### src/rtl/riscv_pkg.sv
// rtl/riscv_pkg.sv - shared RV32I constants, opcodes and fetch state encoding
package riscv_pkg;

    localparam int          XLEN             = 32;
    localparam logic [31:0] RESET_PC_DEFAULT = 32'h0000_0000;
    localparam logic [31:0] NOP_INSTR        = 32'h0000_0013;

    localparam logic [6:0] OPC_LUI      = 7'b0110111;
    localparam logic [6:0] OPC_AUIPC    = 7'b0010111;
    localparam logic [6:0] OPC_JAL      = 7'b1101111;
    localparam logic [6:0] OPC_JALR     = 7'b1100111;
    localparam logic [6:0] OPC_BRANCH   = 7'b1100011;
    localparam logic [6:0] OPC_LOAD     = 7'b0000011;
    localparam logic [6:0] OPC_STORE    = 7'b0100011;
    localparam logic [6:0] OPC_OP_IMM   = 7'b0010011;
    localparam logic [6:0] OPC_OP       = 7'b0110011;
    localparam logic [6:0] OPC_MISC_MEM = 7'b0001111;
    localparam logic [6:0] OPC_SYSTEM   = 7'b1110011;

    typedef enum logic [2:0] {
        FETCH_IDLE = 3'd0,
        FETCH_REQ  = 3'd1,
        FETCH_WAIT = 3'd2,
        FETCH_FULL = 3'd3
`ifdef FETCH_MISALIGN_TRAP_EN
        , FETCH_TRAP = 3'd4
`endif
    } fetch_state_e;

    function automatic logic low_bits_set(input logic [1:0] lsb);
        return lsb != 2'b00;
    endfunction

endpackage

### src/rtl/fetch_pc_gen.sv
// rtl/fetch_pc_gen.sv - program counter register, +4 adder, redirect mux, alignment check
module fetch_pc_gen #(
    parameter int               XLEN     = 32,
    parameter logic [XLEN-1:0]  RESET_PC = '0
) (
    input  logic            clk,
    input  logic            rst_n,
    input  logic            redirect_valid,
    input  logic [XLEN-1:0] redirect_pc,
    input  logic            advance,
    output logic [XLEN-1:0] pc,
    output logic [XLEN-1:0] pc_plus4,
    output logic            misaligned
);
    import riscv_pkg::*;

    logic [XLEN-1:0] target;

    assign pc_plus4 = pc + XLEN'(4);

`ifdef FETCH_MISALIGN_TRAP_EN
    assign target     = redirect_pc;
    assign misaligned = low_bits_set(redirect_pc[1:0]);
`else
    // Without the trap, targets are silently word-aligned.
    assign target     = redirect_pc & ~XLEN'(3);
    assign misaligned = 1'b0;
`endif

    always_ff @(posedge clk or negedge rst_n) begin
        if (!rst_n) begin
            pc <= RESET_PC;
        end else if (redirect_valid) begin
            pc <= target;
        end else if (advance) begin
            pc <= pc_plus4;
        end
    end

endmodule

### src/rtl/fetch_stage.sv
// rtl/fetch_stage.sv - RV32I instruction fetch stage; optional FETCH_MISALIGN_TRAP_EN trap on misaligned redirects
module fetch_stage #(
    parameter int              XLEN     = riscv_pkg::XLEN,
    parameter logic [XLEN-1:0] RESET_PC = XLEN'(riscv_pkg::RESET_PC_DEFAULT)
) (
    input  logic            clk,
    input  logic            rst_n,
    input  logic            redirect_valid,
    input  logic [XLEN-1:0] redirect_pc,
    output logic            imem_req,
    output logic [XLEN-1:0] imem_addr,
    input  logic            imem_ready,
    input  logic            imem_rvalid,
    input  logic [31:0]     imem_rdata,
    output logic            if_valid,
    input  logic            if_ready,
    output logic [31:0]     if_instr,
    output logic [XLEN-1:0] if_pc,
    output logic [XLEN-1:0] if_pc_plus4,
    output logic            if_misaligned
);
    import riscv_pkg::*;

    fetch_state_e    state;
    logic            drop;
    logic            advance;
    logic            redirect_misaligned;
    logic [XLEN-1:0] pc;
    logic [XLEN-1:0] pc_plus4;

    assign advance   = (state == FETCH_FULL) && if_ready;
    assign imem_req  = (state == FETCH_REQ);
    assign imem_addr = pc;

    fetch_pc_gen #(
        .XLEN     (XLEN),
        .RESET_PC (RESET_PC)
    ) u_pc_gen (
        .clk            (clk),
        .rst_n          (rst_n),
        .redirect_valid (redirect_valid),
        .redirect_pc    (redirect_pc),
        .advance        (advance),
        .pc             (pc),
        .pc_plus4       (pc_plus4),
        .misaligned     (redirect_misaligned)
    );

    always_ff @(posedge clk or negedge rst_n) begin
        if (!rst_n) begin
            state         <= FETCH_IDLE;
            drop          <= 1'b0;
            if_valid      <= 1'b0;
            if_instr      <= NOP_INSTR;
            if_pc         <= '0;
            if_pc_plus4   <= '0;
            if_misaligned <= 1'b0;
        end else if (redirect_valid) begin
            if_valid      <= 1'b0;
            if_misaligned <= redirect_misaligned;
            if (redirect_misaligned) begin
`ifdef FETCH_MISALIGN_TRAP_EN
                state <= FETCH_TRAP;
                drop  <= 1'b0;
`endif
            end else if ((state == FETCH_WAIT && !imem_rvalid) ||
                         (state == FETCH_REQ && imem_ready)) begin
                // A fetch is outstanding: swallow its response before refetching.
                state <= FETCH_WAIT;
                drop  <= 1'b1;
            end else begin
                state <= FETCH_REQ;
                drop  <= 1'b0;
            end
        end else begin
            case (state)
                FETCH_IDLE: state <= FETCH_REQ;
                FETCH_REQ: begin
                    if (imem_ready) begin
                        state <= FETCH_WAIT;
                    end
                end
                FETCH_WAIT: begin
                    if (imem_rvalid) begin
                        if (drop) begin
                            drop  <= 1'b0;
                            state <= FETCH_REQ;
                        end else begin
                            if_instr    <= imem_rdata;
                            if_pc       <= pc;
                            if_pc_plus4 <= pc_plus4;
                            if_valid    <= 1'b1;
                            state       <= FETCH_FULL;
                        end
                    end
                end
                FETCH_FULL: begin
                    if (if_ready) begin
                        if_valid <= 1'b0;
                        state    <= FETCH_REQ;
                    end
                end
`ifdef FETCH_MISALIGN_TRAP_EN
                FETCH_TRAP: state <= FETCH_TRAP;
`endif
                default: state <= FETCH_IDLE;
            endcase
        end
    end

endmodule

### config.mk
export PLATFORM = sky130hd
export DESIGN_NAME = fetch_stage
export DESIGN_NICKNAME = d
export VERILOG_FILES = /design/src/rtl/riscv_pkg.sv /design/src/rtl/fetch_pc_gen.sv /design/src/rtl/fetch_stage.sv
export SDC_FILE = /design/constraint.sdc
export NUM_CORES = 1
export LEC_CHECK = 0
export ABC_AREA = 1
export CAP_MARGIN = 40
export CORE_ASPECT_RATIO = 1.5
export CORE_MARGIN = 2
export CORE_UTILIZATION = 42
export DETAILED_ROUTE_END_ITERATION = 8
export HOLD_SLACK_MARGIN = 0.08
export PLACE_DENSITY = 0.7
export SLEW_MARGIN = 20
export SYNTH_ARGS = -nofsm -noshare
export SYNTH_HDL_FRONTEND = slang
export SYNTH_HIERARCHICAL = 1
export SYNTH_SLANG_ARGS = --single-unit
### constraint.sdc
create_clock -name clk -period 4 [get_ports clk]
set_input_delay 0.6 -clock clk [delete_from_list [all_inputs] [get_ports clk]]
set_output_delay 0.6 -clock clk [all_outputs]
set_load 0.02 [all_outputs]
==> run_results.csv, run 1 <==
group,metric,value,unit
worst_setup_path,slowest_delay,0.51,ns
placement,dpl_cell_area,8760,sq um
clock_network,cts_made_buffers,17,
logic_synthesis,yosys.area.top_type_share,47.5,%
worst_setup_path,worst_ep_required_time,4.33,ns
logic_synthesis,ys_seq_area_share,48.6,%
logic_synthesis,synth.largest_area_cell,"dfrtp_1",
finish,syn2layout_area_growth,39.5,%
sta,maxSlewHeadroom,50.2,%
sta,period_share,59.1,%
sta,worstMarginPinSlew,0.747,ns
route,wire_per_inst,14.4,microns
sta,setup_viol,0,
die,ioPinCount,201,
sta,worst_clock_skew,0.0117,ns
logic_synthesis,synth_edf_count,0,
power_and_ir_drop,clkPwrFrac,24.8,%
die,die_y,159,microns
route,ant_nets,0,
logic_synthesis,synth-async-reset-ratio,100,%
placement,dp_hpwl,11.8,mm
clock_network,ctsRootBufferMaster,"clkbuf_16",
worst_setup_path,crit_arrival,2.70,ns
power_and_ir_drop,swShare,37.0,%
placement,place_inst,1147,
placement,gp_congestion,0.833,
clock_network,cts_setup_buffers,0,
worst_setup_path,cp_num_cells,7,
logic_synthesis,synthAdderAreaFrac,0.185,%
worst_setup_path,slowest_stage,"buf_12",
clock_network,cts_hold_buffers,0,
clock_network,cts_sinks,131,
power_and_ir_drop,powerDensity,740,nW/um^2
finish,final_net_count,1034,
route,vias,5485,
power_and_ir_drop,switching_power,0.00257,W
clock_network,cts_tree,"built",
finish,stdcell_count,1179,
logic_synthesis,synthCells,771,
run_status,status,"finished, final reports clean",
logic_synthesis,synth_cell_types,33,
global_routing,antenna_found_initial,0,
sta,final_max_slew_viol_count,0,
logic_synthesis,syn_area,6750,sq um
logic_synthesis,syn_area_per_cell,8.75,sq um
power_and_ir_drop,p_leak,4.50,nW
global_routing,grt_use_total,20.0,%
clock_network,clk_path_buf_depth,2,
worst_setup_path,r2r_cells,10,
sta,hold_slack,0.228,ns
global_routing,grt_max_degree,145,
sta,final.min_clock_period,2.37,ns
die,die_area,17100,sq um
die,placementRows,56,
logic_synthesis,synth-seq-cells,131,
power_and_ir_drop,share_seq_of_total_power,32.4,%
die,start_util,43.0,%
route,first_pass_iters,6,
sta,max_freq,423,MHz
route,detail_route.vias_per_cell,4.65,
worst_setup_path,cpLargestDelayFamily,"buffers and inverters",
finish,drive_above_1_share,16.5,%
sta,setup_tns,0,ns
worst_setup_path,crit_fanout,144,
clock_network,insertion_delay,0.41,ns
logic_synthesis,synthMuxAreaShare,0,%
clock_network,clk_pin_slew,0.06,ns
logic_synthesis,synth_commonest_cells,"nand2_1 (239), dfrtp_1 (128), inv_1 (127)",
worst_setup_path,cp_cell_sequence,"clkdlybuf4s50_1 -> buf_4 -> inv_1 -> nand4_4 -> buf_12 -> nand2_1 -> o21ai_2",
clock_network,htree_levels,4,
finish,diodes,0,
die,floorplan.core_area,15700,sq um
logic_synthesis,synth_compound_area_share,16.0,%
logic_synthesis,synthXorXnorAreaFrac,2.61,%
global_routing,grt_overflow,0,
finish,postLayoutCellArea,9410,sq um
worst_setup_path,endpoint_kind,"flop",
die,fp.dieW,108,microns
flow_run,max_cap_violations,0,
power_and_ir_drop,ir_worst_vdd,381,uV
finish,fillers,1408,
route,drc,0,
power_and_ir_drop,p_comb_share,42.9,%
logic_synthesis,yosys.area_share.simple,20.9,%
global_routing,grt_pass1_wl,27.3,mm
placement,io_buffers,196,
logic_synthesis,ys.warnings.count,6,
worst_setup_path,crit_type,"in2reg",
worst_hold_path,hold_path_class,"in2async",
sta,hold_violations,0,
power_and_ir_drop,p_int,0.00439,W
sta,rsz0062_at_grt,"false",
clock_network,ctsResizeCount,0,
route,drtIter0Drc,304,
global_routing,grt_pass1_vias,5422,
worst_setup_path,startpoint_type,"primary input",
worst_setup_path,cp_num_buf_inv,4,
route,drt-total-wl,16.9,mm
logic_synthesis,synth_top_family_by_area,"simple AND/OR/NAND/NOR gates",
logic_synthesis,synth.area.top_cells,"dfrtp_1 (47%), nand2_1 (13%), o21ai_2 (11%), inv_1 (7.1%), buf_6 (3.3%)",
logic_synthesis,ys.flop_type,"dfrtp_1",
logic_synthesis,post-synth-top-count-cell,"nand2_1",
-- path summary, 6_finish.rpt --
check | start | endpoint | slack [ns]
hold reg to reg | if_pc[5]$_DFFE_PN0P_ | if_pc[5]$_DFFE_PN0P_ | 0.48
hold / removal | rst_n | if_pc[8]$_DFFE_PN0P_ | 0.23
setup reg to reg | u_pc_gen/pc[3]$_DFFE_PN0N_ | if_pc_plus4[20]$_DFFE_PN0P_ | 2.18
max in group asynchronous | rst_n | u_pc_gen/pc[7]$_DFFE_PN0N_ | 2.91
min in group clk | if_pc[5]$_DFFE_PN0P_ | if_pc[5]$_DFFE_PN0P_ | 0.48
setup / recovery | redirect_valid | if_pc_plus4[26]$_DFFE_PN0P_ | 1.63
-- worst register-to-register path: stages (launching register included) --
cell and delay [ns]:
dfrtp_1 0.48, ha_1 0.31, nand2_2 0.09, nor2_4 0.14
nand2_4 0.12, nor2_4 0.14, nand2_1 0.07, nand2_1 0.07
nand2_1 0.12, inv_1 0.10, o21ai_2 0.06
-- flip-flops by register name (all words and copies together) (netlist names) --
signal,cells
drop,1
state,2
u_pc_gen/pc,30
if_instr,32
if_valid,1
if_pc,32
if_pc_plus4,32
if_misaligned,1
-- power groups by stage --
stage,clock network [W],registers [W],logic [W]
floorplan,0,0.00290,0.000990
global placement,0,0.00226,0.00298
detailed placement,0,0.00228,0.00301
CTS,0.00176,0.00226,0.00302
global route,0.00182,0.00234,0.00322
finish,0.00172,0.00225,0.00298
-- cell families (layout without fill, tap and decap cells) --
group | count (synthesis) | after routing
AOI/OAI and AO/OA | 136 | 136
xor gates and xnor gates | 15 | 15
adders and majority gates | 1 | 1
buffers and inverters | 162 | 363
DFF | 131 | 131
other | 1 | 5
and+or+nand+nor | 325 | 325
-- through the flow --
| stage | power (W) | setup WS, ns | utilization [%] |
|---|---|---|---|
| floorplan | 0.00389 | 2.38 | - |
| global placement | 0.00524 | 1.24 | 55.8 |
| detailed placement | 0.00529 | 1.20 | 55.8 |
| CTS | 0.00705 | 1.63 | 60.0 |
| global route | 0.00737 | 1.46 | 60.0 |
| finish | 0.00696 | 1.63 | 60.0 |
-- final cells by class --
type	count	area, sq um	share of cell area, %
well taps	203	254	2.70
inverters	128	480	5.10
multi-input cells	482	2720	28.8
clock buffers	17	425	4.52
repair buffers	203	2030	21.5
clock inverters	15	229	2.43
flip-flops and latches	131	3280	34.9
-- layout by cell type (no fill, tap or decap), types with 2 or more instances in the layout --
cell and instances:
nor2_1 33, nor2_4 9, nand2_1 239, nor2_2 6, bufinv_16 5, nand3b_1 7
o21ai_0 18, inv_1 127, buf_4 6, a22oi_1 26, o21bai_1 2, inv_6 3
dfstp_2 3, conb_1 5, dfrtp_1 128, o211ai_1 2, xnor2_1 3, xor2_2 6
nand3_1 16, clkdlybuf4s50_1 195, clkinv_4 4, nand2_4 2, nand2_2 6, xor2_1 6
o21ai_2 86, clkinv_2 2, and2_1 4, clkbuf_16 17
-- routing by layer --
layer | wire (microns) | vias up | track usage [%]
met2 | 8750 | 161 | 35.5
met3 | 734 | 19 | 3.40
met4 | 314 | 0 | 7.46
li1 | - | 2749 | -
met5 | 0 | - | 0
met1 | 7150 | 2556 | 23.9
(Power assumes the default switching activity.)
==> run 2: changes to the inputs <==
--- a/config.mk
+++ b/config.mk
@@ -12,7 +12,7 @@
 export CORE_UTILIZATION = 42
 export DETAILED_ROUTE_END_ITERATION = 8
 export HOLD_SLACK_MARGIN = 0.08
-export PLACE_DENSITY = 0.7
+export PLACE_DENSITY = 0.72
 export SLEW_MARGIN = 20
 export SYNTH_ARGS = -nofsm -noshare
 export SYNTH_HDL_FRONTEND = slang
==> constraint.sdc (replaced) <==
create_clock -name clk -period 2.1 [get_ports clk]
set_input_delay 0.315 -clock clk [delete_from_list [all_inputs] [get_ports clk]]
set_output_delay 0.315 -clock clk [all_outputs]
set_load 0.02 [all_outputs]
==> run_results.csv, run 2 (synthesized netlist as in run 1, its figures left out) <==
group,metric,value,unit
run_status,status,"finished, final reports clean",
route,drc,0,
worst_setup_path,endpoint_kind,"output pin",
finish,stdcell_count,1188,
sta,setup_viol,0,
route,wire_per_inst,14.2,microns
global_routing,grt_overflow,0,
clock_network,cts_sinks,131,
sta,final_max_slew_viol_count,0,
sta,maxSlewHeadroom,60.1,%
sta,max_freq,520,MHz
route,ant_nets,0,
die,start_util,43.0,%
power_and_ir_drop,ir_worst_vdd,582,uV
placement,dpl_cell_area,8830,sq um
worst_setup_path,crit_fanout,8,
die,placementRows,56,
sta,final.min_clock_period,1.92,ns
worst_setup_path,cpLargestDelayFamily,"buffers and inverters",
worst_setup_path,slowest_stage,"clkdlybuf4s50_1",
die,die_area,17100,sq um
worst_setup_path,slowest_delay,0.67,ns
finish,diodes,0,
route,drtIter0Drc,282,
global_routing,grt_max_degree,55,
route,drt-total-wl,16.9,mm
clock_network,cts_tree,"built",
clock_network,clk_path_buf_depth,2,
clock_network,insertion_delay,0.41,ns
global_routing,grt_pass1_vias,5260,
worst_setup_path,cp_num_buf_inv,1,
global_routing,grt_pass1_wl,27.3,mm
power_and_ir_drop,p_leak,4.54,nW
power_and_ir_drop,powerDensity,1390,nW/um^2
placement,place_inst,1155,
finish,top_regs,"if_instr (32), if_pc (32), if_pc_plus4 (32)",
worst_setup_path,crit_type,"reg2out",
worst_setup_path,cp_cell_sequence,"clkdlybuf4s50_1",
placement,io_buffers,196,
die,ioPinCount,201,
finish,final_common_cell,"nand2_1",
sta,worstMarginPinSlew,0.598,ns
global_routing,antenna_found_initial,0,
global_routing,grt_use_total,20.1,%
worst_setup_path,startpoint_type,"flop",
sta,rsz0062_at_grt,"false",
sta,setup_tns,0,ns
placement,dp_hpwl,12.3,mm
worst_setup_path,crit_arrival,1.61,ns
die,floorplan.core_area,15700,sq um
sta,worst_clock_skew,0.00908,ns
die,fp.dieW,108,microns
route,detail_route.vias_per_cell,4.59,
finish,postLayoutCellArea,9480,sq um
finish,final_net_count,1043,
route,vias,5456,
finish,most-common-layout-cells,"nand2_1 (239), clkdlybuf4s50_1 (194), dfrtp_1 (128)",
flow_run,max_cap_violations,0,
clock_network,clk_pin_slew,0.06,ns
clock_network,ctsRootBufferMaster,"clkbuf_16",
worst_setup_path,worst_ep_required_time,1.78,ns
finish,fin_util,60.4,%
worst_hold_path,hold_path_class,"in2async",
finish,drive_above_1_share,17.0,%
die,die_y,159,microns
clock_network,htree_levels,4,
sta,period_share,91.6,%
route,first_pass_iters,5,
placement,gp_congestion,0.841,
clock_network,cts_made_buffers,17,
sta,hold_violations,0,
finish,syn2layout_area_growth,40.5,%
[run 2: repair_timing]
item | in CTS | in global routing
hold buffers | 1 | 0
resized for setup | 0 | 1
endpoints found under the hold margin | 42 | 0
setup buffers | 0 | 0
setup endpoints to repair | 0 | 1
[run 2: power breakdown]
part / total [W] / leakage, nW / internal (W) / switching (W)
Sequential: 0.00428 / 1.64 / 0.00358 / 0.000700
Clock: 0.00317 / 0.304 / 0.00206 / 0.00111
Combinational: 0.00572 / 2.59 / 0.00268 / 0.00304
[run 2: path summary, 6_finish.rpt]
path / start / slack, ns / end / depth (start not counted)
setup / recovery: u_pc_gen/pc[19]$_DFFE_PN0N_ / 0.18 / imem_addr[19] / 1
hold / removal: rst_n / 0.40 / if_pc[8]$_DFFE_PN0P_ / 2
setup reg to reg: u_pc_gen/pc[3]$_DFFE_PN0N_ / 0.34 / if_pc_plus4[12]$_DFFE_PN0P_ / 8
hold reg to reg: if_misaligned$_DFFE_PN0P_ / 0.47 / if_misaligned$_DFFE_PN0P_ / 2
max in group asynchronous: rst_n / 0.97 / if_instr[1]$_DFFE_PN1P_ / 3
min in group clk: imem_rdata[4] / 0.42 / if_instr[4]$_DFFE_PN1P_ / 3
[run 2: area by class of cell]
type / count / area, sq um
Inverter: 128 / 480
Tap cell: 203 / 254
Fill cell: 1409 / 6210
Clock inverter: 11 / 175
Timing Repair Buffer: 212 / 2110
Clock buffer: 21 / 460
Multi-Input combinational cell: 482 / 2720
Sequential cell: 131 / 3280
[run 2: through the flow]
| step | power (W) | worst slack (ns) | hold slack (ns) |
|---|---|---|---|
| 2_1_floorplan | 0.00740 | 0.484 | 0.0194 |
| 3_3_place_gp | 0.0100 | 0.153 | 0.288 |
| 4_1_cts | 0.0133 | 0.0338 | 0.403 |
| 6_report | 0.0132 | 0.177 | 0.403 |
| 3_5_place_dp | 0.0101 | 0.128 | 0.292 |
| 5_1_grt | 0.0140 | 0.118 | 0.410 |
[run 2: routing by layer]
layer	up-vias	GRT usage (%)	wire (microns)
li1	2776	-	-
met1	2509	24.6	7020
met2	156	35.0	8630
met3	15	4.58	927
met4	0	6.12	282
met5	-	0	0
==> run 3: changes to the inputs <==
--- a/config.mk
+++ b/config.mk
@@ -9,10 +9,9 @@
 export CAP_MARGIN = 40
 export CORE_ASPECT_RATIO = 1.5
 export CORE_MARGIN = 2
-export CORE_UTILIZATION = 42
+export CORE_UTILIZATION = 25
 export DETAILED_ROUTE_END_ITERATION = 8
 export HOLD_SLACK_MARGIN = 0.08
-export PLACE_DENSITY = 0.72
 export SLEW_MARGIN = 20
 export SYNTH_ARGS = -nofsm -noshare
 export SYNTH_HDL_FRONTEND = slang
==> constraint.sdc (replaced) <==
create_clock -name clk -period 2.2 [get_ports clk]
set_input_delay 0.33 -clock clk [delete_from_list [all_inputs] [get_ports clk]]
set_output_delay 0.33 -clock clk [all_outputs]
set_load 0.02 [all_outputs]
==> run_results.csv, run 3 (synthesized netlist as in run 1, its figures left out) <==
group,metric,value,unit
sta,final.min_clock_period,2.09,ns
route,wire_per_inst,14.5,microns
global_routing,top_usage_layer,"met2",
sta,worst_clock_skew,0.0120,ns
finish,final_net_count,1037,
worst_setup_path,startpoint_type,"flop",
flow_run,max_cap_violations,0,
route,ant_nets,0,
sta,max_freq,477,MHz
power_and_ir_drop,share_seq_of_total_power,32.7,%
power_and_ir_drop,ir_worst_vdd,618,uV
clock_network,ctsRootBufferMaster,"clkbuf_16",
route,first_pass_iters,5,
sta,rsz0062_at_grt,"false",
placement,gp_congestion,0.800,
worst_setup_path,endpoint_kind,"output pin",
route,drt-total-wl,19.1,mm
global_routing,grt_use_total,13.5,%
power_and_ir_drop,p_comb_share,43.9,%
worst_hold_path,hold_path_class,"in2async",
worst_setup_path,crit_fanout,7,
sta,period_share,95.2,%
placement,io_buffers,196,
die,die_area,28400,sq um
finish,drive_above_1_share,16.4,%
sta,hold_violations,0,
power_and_ir_drop,p_total,0.0126,W
global_routing,antenna_found_initial,2,
clock_network,clk_pin_slew,0.06,ns
power_and_ir_drop,clkPwrFrac,23.4,%
global_routing,grt_max_degree,84,
finish,top_regs,"if_instr (32), if_pc (32), if_pc_plus4 (32)",
die,placementRows,73,
global_routing,grt_overflow,0,
route,vias,5510,
clock_network,htree_levels,4,
global_routing,gr-usage-met1,15.7,%
clock_network,cts_sinks,131,
worst_setup_path,r2r_cells,8,
die,die_y,205,microns
die,ioPinCount,201,
sta,setup_tns,0,ns
global_routing,grt_pass1_vias,5422,
clock_network,cts_setup_buffers,0,
die,floorplan.core_area,26500,sq um
route,detail_route.vias_per_cell,4.19,
power_and_ir_drop,switching_power,0.00471,W
run_status,status,"finished, final reports clean",
clock_network,clk_path_buf_depth,2,
power_and_ir_drop,p_leak,4.52,nW
worst_setup_path,r2r_slack,0.35,ns
clock_network,cts_tree,"built",
finish,most-common-layout-cells,"nand2_1 (239), clkdlybuf4s50_1 (195), dfrtp_1 (128)",
clock_network,ctsResizeCount,0,
worst_setup_path,reg2reg_from,"u_pc_gen/pc[3]$_DFFE_PN0N_",
global_routing,gr-usage-met3,3.61,%
sta,final_max_slew_viol_count,0,
finish,syn2layout_area_growth,42.7,%
route,drtIter0Drc,262,
clock_network,cts_made_buffers,17,
worst_setup_path,crit_type,"reg2out",
global_routing,grt_pass1_wl,29.7,mm
power_and_ir_drop,swShare,37.5,%
power_and_ir_drop,powerDensity,1300,nW/um^2
worst_setup_path,crit_arrival,1.76,ns
worst_setup_path,worstReg2RegEnd,"if_pc_plus4[12]$_DFFE_PN0P_",
route,drc,0,
die,fp.dieW,138,microns
die,start_util,25.5,%
placement,dp_hpwl,13.9,mm
clock_network,insertion_delay,0.43,ns
worst_setup_path,worst_ep_required_time,1.87,ns
finish,final_common_cell,"nand2_1",
sta,setup_viol,0,
global_routing,met2_usage,23.3,%
power_and_ir_drop,p_int,0.00785,W
-- run 3: changes by cell type in the layout (fill, tap and decap cells not counted), sizes merged --
cell,previous run,this run
inv,130,128
clkbuf,21,22
buf,16,10
diode,0,1
bufinv,4,3
dlymetal6s2s,1,0
clkinv,3,4
clkdlybuf4s50,194,195
-- run 3: routing by layer --
metal / up-vias / part of all wire [%]
met5: - / 0.063
met2: 164 / 51
met3: 36 / 4.9
met1: 2543 / 42
li1: 2765 / -
met4: 2 / 2.5
-- run 3: final cells by class --
class | instances | area, sq um
Fill cell | 2732 | 16900
Sequential cell | 131 | 3280
Multi-Input combinational cell | 482 | 2720
Timing Repair Buffer | 206 | 2130
Tap cell | 337 | 422
Inverter | 128 | 480
Antenna cell | 1 | 2.50
Clock buffer | 22 | 474
Clock inverter | 9 | 129
-- run 3: worst max path at each step --
stage	to	cells after the start	slack [ns]	from
finish	imem_req	3	0.11	state[0]$_DFFE_PN0P_
global route	imem_req	3	0.04	state[0]$_DFFE_PN0P_
CTS	imem_req	3	0.07	state[0]$_DFFE_PN0P_
detailed placement	u_pc_gen/pc[5]$_DFFE_PN0N_	6	0.26	redirect_valid
global placement	u_pc_gen/pc[5]$_DFFE_PN0N_	6	0.29	redirect_valid
floorplan	if_pc_plus4[12]$_DFFE_PN0P_	8	0.58	u_pc_gen/pc[3]$_DFFE_PN0N_
-- run 3: stage by stage --
stage | std cells | instance area, sq um | hold slack, ns | setup slack [ns] | utilization, %
2_1_floorplan | 775 | 6760 | 0.0344 | 0.584 | -
3_3_place_gp | 1283 | 9020 | 0.228 | 0.290 | 34.0
3_5_place_dp | 1283 | 9020 | 0.226 | 0.258 | 34.0
4_1_cts | 1315 | 9630 | 0.334 | 0.0734 | 36.4
5_1_grt | 1316 | 9630 | 0.366 | 0.0448 | 36.4
6_report | 1316 | 9630 | 0.351 | 0.105 | 36.4
-- run 3: repair_timing --
action,in CTS,in global routing
endpoints found under the setup margin,0,0
hold buffers,1,0
endpoints found under the hold margin,26,0
-- run 3: worst max-delay path: stages, from the launching register on --
cell and delay [ns]:
dfrtp_1 0.39, inv_1 0.15, nor2_1 0.17, clkdlybuf4s50_1 0.64
-- run 3: power groups by stage --
stage	sequential, W	clock [W]	combinational, W
after floorplan	0.00527	0	0.00180
after global placement	0.00410	0	0.00554
after detailed placement	0.00416	0	0.00558
after CTS	0.00412	0.00305	0.00560
after global routing	0.00426	0.00313	0.00592
final	0.00411	0.00294	0.00551
